[src/rtl/bcd_stopwatch_ctrl.sv]
// Stopwatch control and time register around an external 4-digit BCD adder.
// Optional macro STOPWATCH_AUTO_STOP_EN: stop at 99.99 instead of wrapping.
module bcd_stopwatch_ctrl #(
   parameter int unsigned TICK_DIV = 500000
) (
   input  logic        clk,
   input  logic        rst_n,
   input  logic        btn_start_stop,
   input  logic        btn_lap,
   input  logic        btn_clear,
   output logic [15:0] add_q,
   output logic [15:0] add_b,
   output logic        add_cin,
   input  logic [15:0] add_s,
   input  logic        add_cout,
   output logic [15:0] disp_bcd,
   output logic        running,
   output logic        lap_active,
   output logic        overflow
);

   localparam int unsigned PW = $clog2(TICK_DIV);
   localparam logic [PW-1:0] PMAX = PW'(TICK_DIV - 1);

   typedef enum logic [1:0] {IDLE, RUN, PAUSE} state_t;

   state_t        state, state_n;
   logic [PW-1:0] pre, pre_n;
   logic [15:0]   count, count_n;
   logic [15:0]   lap_reg, lap_reg_n;
   logic          lap_on_n, ovf_n;
   logic          tick;
   logic          auto_hold;

   logic [2:0] btn_raw, s1, s2, prev, pulse;
   logic       ss_p, lap_p, clr_p;

   assign btn_raw = {btn_clear, btn_lap, btn_start_stop};
   assign pulse   = s2 & ~prev;
   assign ss_p    = pulse[0];
   assign lap_p   = pulse[1];
   assign clr_p   = pulse[2];

   assign add_q   = count;
   assign add_cin = 1'b0;

   // After an auto-stop, start/stop cannot resume until clear
`ifdef STOPWATCH_AUTO_STOP_EN
   assign auto_hold = overflow;
`else
   assign auto_hold = 1'b0;
`endif

   // Next-state for the control FSM and the time/lap registers
   always_comb begin
      state_n   = state;
      pre_n     = pre;
      count_n   = count;
      lap_on_n  = lap_active;
      lap_reg_n = lap_reg;
      ovf_n     = overflow;
      tick      = 1'b0;
      case (state)
         RUN: begin
            tick  = (pre == PMAX);
            pre_n = tick ? '0 : pre + PW'(1);
            if (tick) begin
               if (add_cout) ovf_n = 1'b1;
`ifdef STOPWATCH_AUTO_STOP_EN
               if (add_cout) state_n = PAUSE;
               else          count_n = add_s;
`else
               count_n = add_s;
`endif
            end
            // Lap captures the pre-increment count
            if (lap_p) begin
               lap_on_n = ~lap_active;
               if (!lap_active) lap_reg_n = count;
            end
            if (ss_p) state_n = PAUSE;
         end
         default: begin
            if (lap_p) lap_on_n = 1'b0;
            if (clr_p) begin
               state_n  = IDLE;
               count_n  = '0;
               pre_n    = '0;
               lap_on_n = 1'b0;
               ovf_n    = 1'b0;
            end else if (ss_p && !auto_hold) begin
               state_n = RUN;
               if (state == IDLE) pre_n = '0;
            end
         end
      endcase
   end

   always_ff @(posedge clk or negedge rst_n) begin
      if (!rst_n) begin
         s1         <= '0;
         s2         <= '0;
         prev       <= '0;
         state      <= IDLE;
         pre        <= '0;
         count      <= '0;
         lap_reg    <= '0;
         lap_active <= 1'b0;
         overflow   <= 1'b0;
         add_b      <= '0;
         running    <= 1'b0;
         disp_bcd   <= '0;
      end else begin
         s1         <= btn_raw;
         s2         <= s1;
         prev       <= s2;
         state      <= state_n;
         pre        <= pre_n;
         count      <= count_n;
         lap_reg    <= lap_reg_n;
         lap_active <= lap_on_n;
         overflow   <= ovf_n;
         add_b      <= (state_n == RUN) ? 16'h0001 : 16'h0000;
         running    <= (state_n == RUN);
         disp_bcd   <= lap_on_n ? lap_reg_n : count_n;
      end
   end

endmodule

[config.mk]
export PLATFORM = sky130hd
export DESIGN_NAME = bcd_stopwatch_ctrl
export DESIGN_NICKNAME = d
export VERILOG_FILES = /design/src/rtl/bcd_stopwatch_ctrl.sv
export SDC_FILE = /design/constraint.sdc
export NUM_CORES = 1
export LEC_CHECK = 0
export BUFFER_PORTS_ARGS = -buffer_cell sky130_fd_sc_hd__buf_4
export CELL_PAD_IN_SITES_DETAIL_PLACEMENT = 1
export CELL_PAD_IN_SITES_GLOBAL_PLACEMENT = 1
export CORE_MARGIN = 10
export CORE_UTILIZATION = 30
export DETAILED_ROUTE_END_ITERATION = 8
export PLACE_DENSITY = 0.63
export SLEW_MARGIN = 0
export SYNTH_ARGS = -nofsm -noshare
export SYNTH_HDL_FRONTEND = slang
export SYNTH_SLANG_ARGS = --single-unit
export TNS_END_PERCENT = 50
[constraint.sdc]
create_clock -name clk -period 2.3 [get_ports clk]
set_input_delay 0 -clock clk [delete_from_list [all_inputs] [get_ports clk]]
set_output_delay 0 -clock clk [all_outputs]
set_load 0.02 [all_outputs]
==> impl_metrics.ini, run 1 <==
[outcome]
run_status = finished, final reports clean

[cts]
cts_inserted_buffers = 9
clk-insertion-delay-late_ns = 0.34
h_tree_level_count = 3
cts_tree = done
clockRootBuffer = clkbuf_16
clock-sinks = 81
cts.path.max_buffers = 2
clkTransAtPathRegs_ns = 0.07

[synthesis]
synthesis.yosys.warnings = 0
synth.lib_cells_used.distinct = 40
portion_of_the_post_synthesis_area_used_by_sequential_elements_pct = 53.7
yosys.area.top_type_share_pct = 53.7
count_of_flip_flops_with_a_built_in_enable_after_synthesis = 0
syn_area_um2 = 3780
synth.area.top_cells = dfrtp_1 54%, nand4_1 6.0%, mux2_2 5.4%, nand2_1 5.2%, buf_4 4.4%
synth_top_area_cell = dfrtp_1
synthCells = 374
synthesis.area_per_instance_um2 = 10.1
yosys_register_bits = 81
synth_async_sr_flop_share_pct = 100
dominantRegCellSynth = dfrtp_1

[setup_path]
worst_ep_arrival_time_ns = 2.34
critPathMaxFanout = 11
cpMaxStageDelayCell = dfrtp_1
crit_chain = ha_1 -> and4_4 -> and4b_4 -> a21o_1 -> nor2_1 -> mux2_2
r2r_end = pre[7]
ff2ff_setup_slack_ns = 0.19
cpPeakStageDelay_ns = 0.42
endpoint_kind = flop
critPathRequiredTime_ns = 2.53
path_class = reg2reg
worstReg2RegStart = pre[0]
worstRegToRegCells = 6
setup.worst_path.start_class = flop

[routing]
route.vias.total = 3079
vias_per_cell = 4.91
wl_met3_um = 208
postRouteAntennaNets = 0
post_drt_wl_per_cell_um = 16.4
topRoutingLayerUsed = met4
route.final.wire_length_mm = 10.3
m1WireLength_mm = 4.73
drc = 0
detailedRoute.firstPassIterationCount = 4
detailedRoute.firstIterationViolations = 167
detailed_routed_wire_length_on_met2_mm = 5.09

[timing]
setup_total_negative_slack_ns = 0
max_slew.worst_pin.slew_ns = 0.887
clock.fmax_mhz = 474
setup_viol = 0
finalWorstSetupSlack_ns = 0.190
timing.final.hold_violations = 0
hold-worst-slack_ns = 0.255
min_period_ns = 2.11
finClkSkew_ns = 0.0100
report.final.slew_viol_count = 0
finalCritPeriodShare_pct = 91.7
rsz0062_at_grt = false
timing.max_slew.rel_slack_pct = 40.2

[run]
maxCapViolCount = 0

[floorplan]
start_util_pct = 31.1
placement_rows = 40
io-pin-count = 74
dieArea_um2 = 17500
die_width_um = 132
chipHeight_um = 132
area_inside_the_core_boundary_um2 = 12200

[finish]
finish.instance_area_um2 = 4890
fillerInstances = 1361
post_route_cells_drive_above_1_share_pct = 24.4
syn_to_final_growth_pct = 29.5
multiInputGateArea_um2 = 1560
antenna_cells_inserted = 0
largest_register = pre
largest_register_ffs = 19
mostFrequentLayoutCells = 81 x dfrtp_1, 69 x buf_4, 52 x nand2_1, 36 x nand4_1, 26 x nand3_1
layout.cells.most_common = dfrtp_1
layout.nets = 478
final-seq-area_um2 = 2030

[pwr]
fin_total_pwr_mw = 4.02
pwr_density_cell_nw_per_um2 = 823
irDropWorstVdd_mv = 0.453
p_leak_nw = 2.30

[grt]
globalRouteOverflowTotal = 0
wire_length_of_the_first_global_routing_pass_mm = 17.2
grt_antenna_before_repair = 0
number_of_global_route_vias_before_repair = 3321
gr-usage-all-layers_pct = 11.9
grt_max_degree = 52

[placed_design]
detailedPlacementHpwl_mm = 7.05
gp_congestion = 0.838
place_ws_ns = 0.219
placed_cell_areas_um2 = 4390
placement.io_buffers = 57

[worst_hold_path]
worst_hold_path_type = in2async
-- what timing repair did --
action | 4_1_cts | 5_1_grt
resized for setup | 0 | 1
buffers inserted | 0 | 0
setup endpoints to repair | 0 | 1
hold endpoints to repair | 85 | 0
hold buffers | 21 | 0
-- per-stage QoR --
step | util [%] | instances
floorplan | - | 389
global placement | 36.1 | 590
detailed placement | 36.1 | 590
CTS | 40.2 | 627
global route | 40.2 | 627
finish | 40.2 | 627
-- metal layers --
metal,track usage (%),vias up
met5,0,-
met1,14.8,1547
li1,-,1460
met3,1.75,17
met2,19.8,55
met4,5.81,0
-- cells by family after synthesis --
family          count (synthesis)  share of synthesized area, %
flops                          81                          53.7
other cells                     1                        0.0993
simple gates                  171                          23.8
compound gates                 55                          8.68
buf+inv                        43                          6.92
mux                            21                          6.16
fa+ha+maj                       2                         0.662
-- critical path, delay by kind of cell, from the launching register on --
family	cells	cell delay, ns
DFF	1	0.42
and+or+nand+nor	3	0.70
AOI/OAI and AO/OA	1	0.35
adders and majority gates	1	0.25
muxes	1	0.28
-- report_power, final --
part | switching [mW] | internal (mW)
sequential | 0.0711 | 1.52
clock | 0.621 | 0.774
combinational | 0.643 | 0.399
total | 1.34 | 2.69
-- how the worst max path moves through the flow --
stage,startpoint,to,cells past startpoint
final,pre[0],pre[7],6
after global routing,pre[0],pre[11],6
after CTS,pre[0],pre[18],7
after detailed placement,pre[0],pre[18],7
after global placement,pre[0],pre[9],6
after floorplan,state[1],disp_bcd[14],6
-- area by class of cell --
cell class | count | area share (%)
tap | 168 | 4.30
inverter | 4 | 0.307
multi-input combinational | 265 | 31.9
clock buffer | 10 | 4.88
sequential | 81 | 41.4
timing repair buffer | 93 | 16.1
clock inverter | 6 | 1.07
-- cells in the mapped netlist, types with 2 or more instances --
cell and instances:
o21ai_0 11, nand4_1 36, and4_1 2, a21o_1 6
nand2_1 52, o22ai_1 2, clkbuf_1 12, nor4_1 2
nand3_1 26, a31oi_1 3, o21a_1 2, mux2_2 18
buf_4 22, nor2_1 15, buf_2 2, nor3_1 2
a22o_1 4, buf_6 2, nand2b_1 20, mux2i_1 3
dfrtp_1 81, and3_1 5, inv_1 4, nor2b_1 2
a21oi_1 24, ha_1 2
(Power assumes the default switching activity.)
==> run 2: changes to the inputs <==
--- a/config.mk
+++ b/config.mk
@@ -9,9 +9,9 @@
 export CELL_PAD_IN_SITES_DETAIL_PLACEMENT = 1
 export CELL_PAD_IN_SITES_GLOBAL_PLACEMENT = 1
 export CORE_MARGIN = 10
-export CORE_UTILIZATION = 30
+export CORE_UTILIZATION = 42
 export DETAILED_ROUTE_END_ITERATION = 8
-export PLACE_DENSITY = 0.63
+export PLACE_DENSITY = 0.82
 export SLEW_MARGIN = 0
 export SYNTH_ARGS = -nofsm -noshare
 export SYNTH_HDL_FRONTEND = slang
==> constraint.sdc (replaced) <==
create_clock -name clk -period 2.2 [get_ports clk]
set_input_delay 0 -clock clk [delete_from_list [all_inputs] [get_ports clk]]
set_output_delay 0 -clock clk [all_outputs]
set_load 0.02 [all_outputs]
==> run 2 against run 1 <==
Against the previous run:
- non-clock buffer count rose by 1
- utilization rose by 14 points
- clock power fell by 17%
- routed wire length rose by 8.0%
- hold slack got worse by 0.12 ns
- via count rose by 1.9%
- critical path depth rose by 1
- combinational power rose by 6%
- die area fell by 25%
- sequential cell count did not move
- first-iteration DRC count fell by 37%
- critical endpoint is now pre[18]
==> impl_metrics.ini, run 2 (synthesis gave the netlist of run 1 again) <==
[setup_path]
setup.worst_path.start_class = flop
cpMaxStageDelayCell = dfrtp_1
critPathRequiredTime_ns = 2.48
path_class = reg2reg
path_delay_family = simple AND/OR/NAND/NOR gates
endpoint_kind = flop
cpPeakStageDelay_ns = 0.43
crit_chain = ha_1 -> and4_4 -> and4b_4 -> a21oi_1 -> buf_4 -> nand4_1 -> o211ai_1
critPathBufInv = 1
critPathMaxFanout = 12
worst_ep_arrival_time_ns = 2.34

[routing]
route.final.wire_length_mm = 11.1
drc = 0
route.vias.total = 3137
vias_per_cell = 5.54
detailedRoute.firstIterationViolations = 105
detailedRoute.firstPassIterationCount = 4
postRouteAntennaNets = 0
post_drt_wl_per_cell_um = 19.6

[cts]
post-cts-setup-buffer-count = 0
clkTransAtPathRegs_ns = 0.08
clock-sinks = 81
clockRootBuffer = clkbuf_8
h_tree_level_count = 3
cts.path.max_buffers = 2
cts_inserted_buffers = 9
clk-insertion-delay-late_ns = 0.35
cts_tree = done

[finish]
largest_register = pre
mostFrequentLayoutCells = 81 x dfrtp_1, 71 x buf_4, 52 x nand2_1, 36 x nand4_1, 26 x nand3_1
layout.cells.non_filler = 566
utilization_pct = 54.1
syn_to_final_growth_pct = 24.8
layout.nets = 479
antenna_cells_inserted = 0
layout.cells.most_common = dfrtp_1
largest_register_ffs = 19
post_route_cells_drive_above_1_share_pct = 24.0

[floorplan]
placement_rows = 34
die_width_um = 115
area_inside_the_core_boundary_um2 = 8720
dieArea_um2 = 13200
start_util_pct = 43.3
io-pin-count = 74
chipHeight_um = 115

[timing]
finClkSkew_ns = 0.0105
timing.max_slew.rel_slack_pct = 64.1
setup_viol = 0
max_slew.worst_pin.slew_ns = 0.534
finalCritPeriodShare_pct = 94.0
timing.final.hold_violations = 0
report.final.slew_viol_count = 0
clock.fmax_mhz = 484
setup_total_negative_slack_ns = 0
rsz0062_at_grt = false
min_period_ns = 2.07

[grt]
grt_antenna_before_repair = 0
wire_length_of_the_first_global_routing_pass_mm = 18.0
number_of_global_route_vias_before_repair = 3490
gr-usage-all-layers_pct = 16.9
globalRouteOverflowTotal = 0
grt_max_degree = 50

[placed_design]
gp_congestion = 0.766
placement.io_buffers = 57
detailedPlacementHpwl_mm = 7.30
dp.cells = 531

[run]
maxCapViolCount = 0

[worst_hold_path]
worst_hold_path_type = in2async

[pwr]
fin_total_pwr_mw = 3.92
p_leak_nw = 2.27
pwr_density_cell_nw_per_um2 = 831
irDropWorstVdd_mv = 0.399

[outcome]
run_status = finished, final reports clean
[run 2: changes by cell type in the layout (fill, tap and decap cells not counted), moves of 2 or more]
cell        change
clkbuf_8        +8
clkinv_2        +2
clkinv_4        -3
clkbuf_16       -9
buf_4           +2
bufinv_16       +2
clkinvlp_4      -2
[run 2: through the flow]
step	hold WS, ns	area [µm²]	setup slack, ns
2_1_floorplan	-0.296	3830	0.243
3_3_place_gp	-0.0120	4310	0.232
3_5_place_dp	-0.00613	4310	0.133
4_1_cts	0.148	4710	0.106
5_1_grt	0.188	4720	0.0643
6_report	0.132	4720	0.133
[run 2: area by class of cell]
class | instances | area [µm²]
fill | 960 | 4010
sequential | 81 | 2030
multi-input combinational | 265 | 1560
timing repair buffer | 94 | 783
tap | 108 | 135
clock buffer | 10 | 128
clock inverter | 4 | 70.1
inverter | 4 | 15.0
[run 2: routing by layer]
layer	share of wire, %	routed length (µm)	global-route usage [%]	up-vias
li1	-	-	-	1458
met1	39	4380	18.8	1593
met2	55	6060	31.1	71
met4	1.9	208	6.85	0
met5	0	0	0	-
met3	4.1	454	3.07	15
[run 2: where the power goes]
group | switching (mW) | internal (mW)
clock | 0.534 | 0.624
sequential | 0.0753 | 1.58
combinational | 0.694 | 0.410
total | 1.30 | 2.62
[run 2: path summary, 6_finish.rpt]
| check | from | end | slack [ns] | cells after the start |
|---|---|---|---|---|
| worst max-delay path | pre[0] | pre[18] | 0.13 | 7 |
| worst min-delay path | rst_n | pre[17] | 0.13 | 2 |
| worst max register to register | pre[0] | pre[18] | 0.13 | 7 |
| worst min register to register | s1[0] | s2[0] | 0.36 | 0 |
| max in group asynchronous | rst_n | s2[1] | 1.45 | 3 |
| min in group clk | btn_lap | s1[1] | 0.29 | 2 |
[run 2: worst reg2reg max path, cell delays in order (launching register included)]
cell	delay, ns
dfrtp_1	0.43
ha_1	0.27
and4_4	0.23
and4b_4	0.22
a21oi_1	0.32
buf_4	0.26
nand4_1	0.11
o211ai_1	0.16
[run 2: what timing repair did]
item                                    CTS  global route
hold buffers                             21             0
endpoints found under the setup margin    0             1
endpoints found under the hold margin    67             0
resized for setup                         0             1
